--- config.mk ---
export PLATFORM = sky130hd
export DESIGN_NAME = fetch_queue_flat
export DESIGN_NICKNAME = d
export VERILOG_FILES = /design/src/rtl/fetch_queue_pkg.sv /design/src/rtl/fetch_queue_if.sv /design/src/rtl/fetch_queue_storage.sv /design/src/rtl/fetch_queue.sv /design/src/flat_wrapper.sv
export SDC_FILE = /design/constraint.sdc
export NUM_CORES = 1
export LEC_CHECK = 0
export BUFFER_PORTS_ARGS = -buffer_cell sky130_fd_sc_hd__buf_2
export CAP_MARGIN = 20
export CELL_PAD_IN_SITES_DETAIL_PLACEMENT = 0
export CELL_PAD_IN_SITES_GLOBAL_PLACEMENT = 2
export CORE_MARGIN = 1.5
export CORE_UTILIZATION = 31
export DETAILED_ROUTE_END_ITERATION = 7
export PLACE_DENSITY_LB_ADDON = 0.1
export SYNTH_ARGS = -nofsm -noshare
export SYNTH_HDL_FRONTEND = slang
export SYNTH_SLANG_ARGS = --single-unit
--- constraint.sdc ---
create_clock -name clk -period 2.1 [get_ports clk]
set_input_delay 0.21 -clock clk [delete_from_list [all_inputs] [get_ports clk]]
set_output_delay 0.21 -clock clk [all_outputs]
set_load 0.02 [all_outputs]
--- src/rtl/fetch_queue_pkg.sv ---
// Shared CPU definitions for the fetch front end: instruction/PC widths,
// the PC step, opcode field position and the queue entry layout.
package fetch_queue_pkg;

    localparam int INSTR_W = 16;
    localparam int PC_W    = 16;
    localparam int OPC_HI  = 15;
    localparam int OPC_LO  = 12;

    localparam logic [PC_W-1:0] PC_INC  = 16'd2;
    localparam logic [3:0]      OP_HALT = 4'hF;

    typedef enum logic [0:0] {
        ST_RUN     = 1'b0,
        ST_STOPPED = 1'b1
    } fq_state_e;

    // One queued fetch: address it came from plus the instruction word.
    typedef struct packed {
        logic [PC_W-1:0]    pc;
        logic [INSTR_W-1:0] instr;
    } fq_entry_t;

    // Extract the major opcode field of an instruction word.
    function automatic logic [3:0] opcode_of(input logic [INSTR_W-1:0] instr);
        return instr[OPC_HI:OPC_LO];
    endfunction

endpackage : fetch_queue_pkg

--- src/rtl/fetch_queue_if.sv ---
// Bundle of fetch-queue signals: instruction-memory port, redirect/halt
// controls from the pipeline and the head-of-queue view given to IF/ID.
interface fetch_queue_if #(
    parameter int DEPTH = 4
);
    import fetch_queue_pkg::*;

    localparam int OCC_W = $clog2(DEPTH) + 1;

    logic [PC_W-1:0]    fetch_addr;
    logic [INSTR_W-1:0] im_instr;
    logic               redirect;
    logic [PC_W-1:0]    redirect_pc;
    logic               halt;
    logic               id_ready;
    logic               out_valid;
    logic [INSTR_W-1:0] out_instr;
    logic [PC_W-1:0]    out_pc;
    logic [PC_W-1:0]    out_pc_plus2;
    logic [OCC_W-1:0]   occupancy;
    logic               stopped;

    // The fetch queue itself.
    modport master (
        output fetch_addr,
        input  im_instr,
        input  redirect,
        input  redirect_pc,
        input  halt,
        input  id_ready,
        output out_valid,
        output out_instr,
        output out_pc,
        output out_pc_plus2,
        output occupancy,
        output stopped
    );

    // The surrounding pipeline / memory environment.
    modport slave (
        input  fetch_addr,
        output im_instr,
        output redirect,
        output redirect_pc,
        output halt,
        output id_ready,
        input  out_valid,
        input  out_instr,
        input  out_pc,
        input  out_pc_plus2,
        input  occupancy,
        input  stopped
    );

endinterface : fetch_queue_if

--- src/rtl/fetch_queue_storage.sv ---
// Entry storage for the fetch queue: DEPTH registered {pc, instr} slots,
// one write port, a combinational read port and a synchronous clear.
module fq_storage
    import fetch_queue_pkg::*;
#(
    parameter int DEPTH = 4,
    parameter int AW    = $clog2(DEPTH)
) (
    input  logic          clk_i,
    input  logic          clr_i,
    input  logic          we_i,
    input  logic [AW-1:0] waddr_i,
    input  fq_entry_t     wdata_i,
    input  logic [AW-1:0] raddr_i,
    output fq_entry_t     rdata_o
);

    fq_entry_t mem_q [DEPTH];

    // Slot array: cleared on reset so the head reads zero while empty.
    always_ff @(posedge clk_i) begin
        if (clr_i) begin
            for (int i = 0; i < DEPTH; i++) begin
                mem_q[i] <= '{pc: 16'h0000, instr: 16'h0000};
            end
        end else if (we_i) begin
            mem_q[waddr_i] <= wdata_i;
        end else begin
            mem_q <= mem_q;
        end
    end

    assign rdata_o = mem_q[raddr_i];

endmodule : fq_storage

--- src/rtl/fetch_queue.sv ---
// Instruction prefetch queue in front of IF/ID. Owns the fetch PC, reads
// instruction memory combinationally, buffers {pc, instr} pairs and hands
// the oldest one to decode. Handles redirect-with-flush and HALT stop.
module fetch_queue
    import fetch_queue_pkg::*;
#(
    parameter int               DEPTH    = 4,
    parameter logic [PC_W-1:0]  RESET_PC = 16'h0000,
    parameter logic [3:0]       HALT_OP  = OP_HALT
) (
    input  logic          clk,
    input  logic          rst,
    fetch_queue_if.master bus
);

    localparam int AW    = $clog2(DEPTH);
    localparam int OCC_W = $clog2(DEPTH) + 1;
    localparam logic [OCC_W-1:0] OCC_FULL = OCC_W'(DEPTH);
    localparam logic [OCC_W-1:0] OCC_ONE  = OCC_W'(1);
    localparam logic [AW-1:0]    PTR_ONE  = AW'(1);

    fq_state_e        state_q;
    logic             stopped_q;
    logic [PC_W-1:0]  pc_q,     pc_d;
    logic [AW-1:0]    wr_ptr_q, wr_ptr_d;
    logic [AW-1:0]    rd_ptr_q, rd_ptr_d;
    logic [OCC_W-1:0] occ_q,    occ_d;

    logic      full_s;
    logic      empty_s;
    logic      enq_s;
    logic      deq_s;
    logic      halt_op_s;
    fq_entry_t wentry_s;
    fq_entry_t head_s;

    // Full/empty come from registered occupancy only: a slot freed by a
    // dequeue this cycle is not reusable until the next one.
    assign full_s    = (occ_q == OCC_FULL);
    assign empty_s   = (occ_q == {OCC_W{1'b0}});
    assign enq_s     = !full_s && !bus.halt && !bus.redirect && (state_q == ST_RUN);
    assign deq_s     = !empty_s && bus.id_ready && !bus.redirect;
    assign halt_op_s = (opcode_of(bus.im_instr) == HALT_OP);
    assign wentry_s  = '{pc: pc_q, instr: bus.im_instr};

    // Next-state for fetch PC, pointers and occupancy; redirect flushes.
    always_comb begin
        pc_d     = pc_q;
        wr_ptr_d = wr_ptr_q;
        rd_ptr_d = rd_ptr_q;
        occ_d    = occ_q;
        if (bus.redirect) begin
            pc_d     = bus.redirect_pc;
            wr_ptr_d = {AW{1'b0}};
            rd_ptr_d = {AW{1'b0}};
            occ_d    = {OCC_W{1'b0}};
        end else begin
            if (enq_s) begin
                pc_d     = pc_q + PC_INC;
                wr_ptr_d = wr_ptr_q + PTR_ONE;
            end else begin
                pc_d     = pc_q;
                wr_ptr_d = wr_ptr_q;
            end
            if (deq_s) begin
                rd_ptr_d = rd_ptr_q + PTR_ONE;
            end else begin
                rd_ptr_d = rd_ptr_q;
            end
            if (enq_s && !deq_s) begin
                occ_d = occ_q + OCC_ONE;
            end else if (!enq_s && deq_s) begin
                occ_d = occ_q - OCC_ONE;
            end else begin
                occ_d = occ_q;
            end
        end
    end

    // Datapath registers: fetch PC, ring pointers and occupancy.
    always_ff @(posedge clk) begin
        if (rst) begin
            pc_q     <= RESET_PC;
            wr_ptr_q <= {AW{1'b0}};
            rd_ptr_q <= {AW{1'b0}};
            occ_q    <= {OCC_W{1'b0}};
        end else begin
            pc_q     <= pc_d;
            wr_ptr_q <= wr_ptr_d;
            rd_ptr_q <= rd_ptr_d;
            occ_q    <= occ_d;
        end
    end

    // Run/stop FSM: a HALT opcode that gets enqueued stops fetching until a
    // redirect; stopped is registered alongside the state.
    always_ff @(posedge clk) begin
        if (rst) begin
            state_q   <= ST_RUN;
            stopped_q <= 1'b0;
        end else if (bus.redirect) begin
            state_q   <= ST_RUN;
            stopped_q <= 1'b0;
        end else begin
            case (state_q)
                ST_RUN: begin
                    if (enq_s && halt_op_s) begin
                        state_q   <= ST_STOPPED;
                        stopped_q <= 1'b1;
                    end else begin
                        state_q   <= ST_RUN;
                        stopped_q <= 1'b0;
                    end
                end
                ST_STOPPED: begin
                    state_q   <= ST_STOPPED;
                    stopped_q <= 1'b1;
                end
                default: begin
                    state_q   <= ST_RUN;
                    stopped_q <= 1'b0;
                end
            endcase
        end
    end

    fq_storage #(
        .DEPTH (DEPTH),
        .AW    (AW)
    ) u_storage (
        .clk_i   (clk),
        .clr_i   (rst),
        .we_i    (enq_s),
        .waddr_i (wr_ptr_q),
        .wdata_i (wentry_s),
        .raddr_i (rd_ptr_q),
        .rdata_o (head_s)
    );

    assign bus.fetch_addr   = pc_q;
    assign bus.out_valid    = !empty_s;
    assign bus.out_instr    = head_s.instr;
    assign bus.out_pc       = head_s.pc;
    assign bus.out_pc_plus2 = head_s.pc + PC_INC;
    assign bus.occupancy    = occ_q;
    assign bus.stopped      = stopped_q;

endmodule : fetch_queue

--- src/flat_wrapper.sv ---
// flat-port wrapper written by rule: the top's interface ports become plain ports
module fetch_queue_flat import fetch_queue_pkg::*;
#(
    parameter int               DEPTH    = 4,
    parameter logic [PC_W-1:0]  RESET_PC = 16'h0000,
    parameter logic [3:0]       HALT_OP  = OP_HALT
)
  (clk, rst, bus_fetch_addr, bus_im_instr, bus_redirect, bus_redirect_pc, bus_halt, bus_id_ready, bus_out_valid, bus_out_instr, bus_out_pc, bus_out_pc_plus2, bus_occupancy, bus_stopped);
  fetch_queue_if #(.DEPTH(DEPTH)) bus_i ();
  input  logic clk;
  input  logic rst;
  output wire logic [$bits(bus_i.fetch_addr)-1:0] bus_fetch_addr;
  input wire logic [$bits(bus_i.im_instr)-1:0] bus_im_instr;
  input wire logic [$bits(bus_i.redirect)-1:0] bus_redirect;
  input wire logic [$bits(bus_i.redirect_pc)-1:0] bus_redirect_pc;
  input wire logic [$bits(bus_i.halt)-1:0] bus_halt;
  input wire logic [$bits(bus_i.id_ready)-1:0] bus_id_ready;
  output wire logic [$bits(bus_i.out_valid)-1:0] bus_out_valid;
  output wire logic [$bits(bus_i.out_instr)-1:0] bus_out_instr;
  output wire logic [$bits(bus_i.out_pc)-1:0] bus_out_pc;
  output wire logic [$bits(bus_i.out_pc_plus2)-1:0] bus_out_pc_plus2;
  output wire logic [$bits(bus_i.occupancy)-1:0] bus_occupancy;
  output wire logic [$bits(bus_i.stopped)-1:0] bus_stopped;
  assign bus_fetch_addr = bus_i.fetch_addr;
  assign bus_i.im_instr = bus_im_instr;
  assign bus_i.redirect = bus_redirect;
  assign bus_i.redirect_pc = bus_redirect_pc;
  assign bus_i.halt = bus_halt;
  assign bus_i.id_ready = bus_id_ready;
  assign bus_out_valid = bus_i.out_valid;
  assign bus_out_instr = bus_i.out_instr;
  assign bus_out_pc = bus_i.out_pc;
  assign bus_out_pc_plus2 = bus_i.out_pc_plus2;
  assign bus_occupancy = bus_i.occupancy;
  assign bus_stopped = bus_i.stopped;
  fetch_queue #(.DEPTH(DEPTH), .RESET_PC(RESET_PC), .HALT_OP(HALT_OP)) u_core (.clk(clk), .rst(rst), .bus(bus_i));
endmodule
==> impl_metrics.json <==
{
  "synth-compound-area-share_pct": 12.8,
  "drt-initial-drc-count": 318,
  "diodes": 0,
  "p_total_w": 0.00669,
  "syn_avg_cell_area_sq_um": 8.54,
  "cap_viol_max_count": 0,
  "rows": 54,
  "cts_tree": "yes",
  "rsz0062_at_grt": "true",
  "vdd_drop_max_v": 0.000416,
  "crit_chain": "buf_6 -> mux4_2 -> and3_4 -> nand4_1 -> xnor2_2 -> buf_4",
  "ios": 106,
  "io_buffers": 105,
  "crit_buf_inv": 2,
  "path_delay_family": "multiplexers",
  "layout_commonest_cell": "nand2_1",
  "hpwlAfterDp_um": 14300,
  "startpoint_type": "flop",
  "cpPeakStageDelay_ns": 0.57,
  "clock-sinks": 152,
  "slew_viol_final": 0,
  "place_congestion": 0.782,
  "die-area_sq_um": 23300,
  "numCtsBuffers": 17,
  "synth-xor-area-share_pct": 2.27,
  "synthFlopType": "dfxtp_1",
  "async_flop_share_pct": 0,
  "synth_area_leaders": "dfxtp_1 (44%), nand2_1 (15%), a21oi_1 (9.8%), mux4_2 (9.4%), buf_2 (2.4%)",
  "layout-drive-gt1-share_pct": 28.5,
  "synth_edf_count": 0,
  "path_max_fanout": 8,
  "stdcell_count": 1228,
  "clk_path_buf_depth": 2,
  "whs_ns": 0.0397,
  "yosys.area.top_type_share_pct": 43.8,
  "initial_utilization_pct": 31.8,
  "nFillCells": 2197,
  "drtAntennaViolNets": 0,
  "routedWlPerCell_um": 18.0,
  "antenna_found_initial": 0,
  "arrival_ns": 2.17,
  "wirelength_um": 22000,
  "dp.cells": 1189,
  "yosysTopAreaCell": "dfxtp_1",
  "clkTransAtPathRegs_ns": 0.06,
  "synth_adder_area_share_pct": 1.55,
  "critPathSlowestCell": "mux4_2",
  "via_per_inst": 5.03,
  "grt_first_pass_wirelength_um": 34300,
  "p_leak_nw": 3.35,
  "synth_mux_area_share_pct": 11.4,
  "p_per_area_nw_per_um2": 745,
  "netlist_area_sq_um": 6950,
  "layout_common_cells": "nand2_1 (275), dfxtp_1 (146), a21oi_1 (136)",
  "finalHoldViolations": 0,
  "drc_errors": 0,
  "ys_types": 53,
  "grt_usage_pct": 18.9,
  "synthesis.nets": 859,
  "synth-simple-area-share_pct": 22.6,
  "drtPass1Iterations": 4,
  "synthCells": 814,
  "seqCellArea_sq_um": 3060,
  "grt_max_degree": 100,
  "clock_skew_ns": 0.0122,
  "ctsHoldBuffers": 0,
  "ys_warn_count": 0,
  "htree_num_levels": 4,
  "die_w_um": 153,
  "multi_input_area_sq_um": 3660,
  "violations": "negative setup slack",
  "setup_ws_ns": -0.279,
  "max_freq_mhz": 420,
  "worst_setup_path_end_kind": "output pin",
  "ys_ff_latch": 152,
  "max-slew-margin-rel_pct": 63.2,
  "nets": 982,
  "finalCritPeriodShare_pct": 113,
  "crit_required_ns": 1.89,
  "setup_tns_ns": -5.35,
  "cts_root_buf": "clkbuf_16",
  "period_needed_ns": 2.38,
  "ys_seq_area_share_pct": 43.8,
  "hp-class": "input port to flop",
  "dieHeight_um": 153,
  "fp.coreArea_sq_um": 21900,
  "path_class": "flop to output pin",
  "setup_violations": 32,
  "dr_total_vias": 6181,
  "clkLatencyLatePin_ns": 0.42,
  "worst_pin_slew_ns": 0.553,
  "grt_overflow": 0,
  "area_growth_pct": 29.0,
  "grt_pass1_vias": 6035,
  "status": "finished with violations",
  "synth_top_family_by_area": "simple AND/OR/NAND/NOR gates"
}
-- layout make-up --
type                       instances  area share, %
clock buffer                      24           5.72
clock inverter                     6          0.990
inverter                           6          0.335
multi-input combinational        587           40.8
sequential                       152           34.1
tap                              280           3.90
timing repair buffer             173           14.1
-- what timing repair did --
item / 4_1_cts / 5_1_grt
pin swaps: 10 / 3
resized for setup: 28 / 22
gates cloned: 0 / 2
setup buffers: 3 / 5
setup endpoints to repair: 35 / 38
-- worst paths after layout --
path / from / to / slack [ns] / depth (start not counted)
worst max register to register: u_core.bus.occupancy[2]$_SDFFE_PP0P_ / u_core.bus.occupancy[2]$_SDFFE_PP0P_ / 0.04 / 8
worst min register to register: u_core.u_storage.mem_q[65]$_SDFFE_PP0P_ / u_core.u_storage.mem_q[65]$_SDFFE_PP0P_ / 0.45 / 2
worst min-delay path: bus_redirect_pc[0] / u_core.bus.fetch_addr[0]$_SDFFE_PP0P_ / 0.04 / 3
worst max-delay path: u_core.rd_ptr_q[1]$_SDFFE_PP0P_ / bus_out_pc_plus2[15] / -0.28 / 6
-- cell families (layout without fill, tap and decap cells) --
group | count (synthesis) | in the layout
xor gates and xnor gates | 18 | 18
muxes | 38 | 38
buffers and inverters | 75 | 209
AOI/OAI and AO/OA | 165 | 165
DFF | 152 | 152
and+or+nand+nor | 358 | 358
adders and majority gates | 8 | 8
-- cells in the mapped netlist (all sizes together), types with 10 or more instances --
library cell,count
nand2,277
dfxtp,152
a21oi,136
buf,43
mux4,32
clkbuf,26
nand3,20
a31oi,12
xnor2,11
and3,10
nor2,10
-- worst register-to-register path: cells and delay by family (launching register included) --
kind                     cells  cell delay [ns]
AO/OA/AOI/OAI                1             0.13
XOR/XNOR                     1             0.15
adder cells (fa/ha/maj)      2             0.47
buffers and inverters        1             0.05
AND/OR/NAND/NOR              3             0.84
flip-flops                   1             0.36
-- sequential cells by signal, indices dropped and copies added, names as in the netlist --
signal                  cells
u_core.bus.fetch_addr      16
u_core.bus.occupancy        3
u_core.rd_ptr_q             2
u_core.state_q              1
u_core.u_storage.mem_q    128
u_core.wr_ptr_q             2
-- where the power goes --
part	internal, W	switching, W	leakage, nW
registers	0.00293	0.0000423	1.23
clock network	0.00194	0.00118	0.290
logic	0.000225	0.000372	1.82
total	0.00509	0.00159	3.35
-- through the flow --
step	worst slack [ns]	utilization (%)	instance area (sq um)
floorplan	-0.0352	-	7050
global placement	0.0543	37.0	8090
detailed placement	-0.0199	37.0	8090
CTS	-0.319	40.2	8800
global route	-0.379	41.0	8970
finish	-0.279	41.0	8970
-- layer usage --
layer / track usage, % / routed length (um) / share of wire, % / vias to the layer above
met3: 3.70 / 1050 / 4.8 / 8
met1: 26.3 / 10500 / 48 / 2963
li1: - / - / - / 3043
met5: 0 / 0 / 0 / -
met2: 30.1 / 10300 / 47 / 167
met4: 4.21 / 125 / 0.57 / 0
Power figures use the tool's default switching activity.
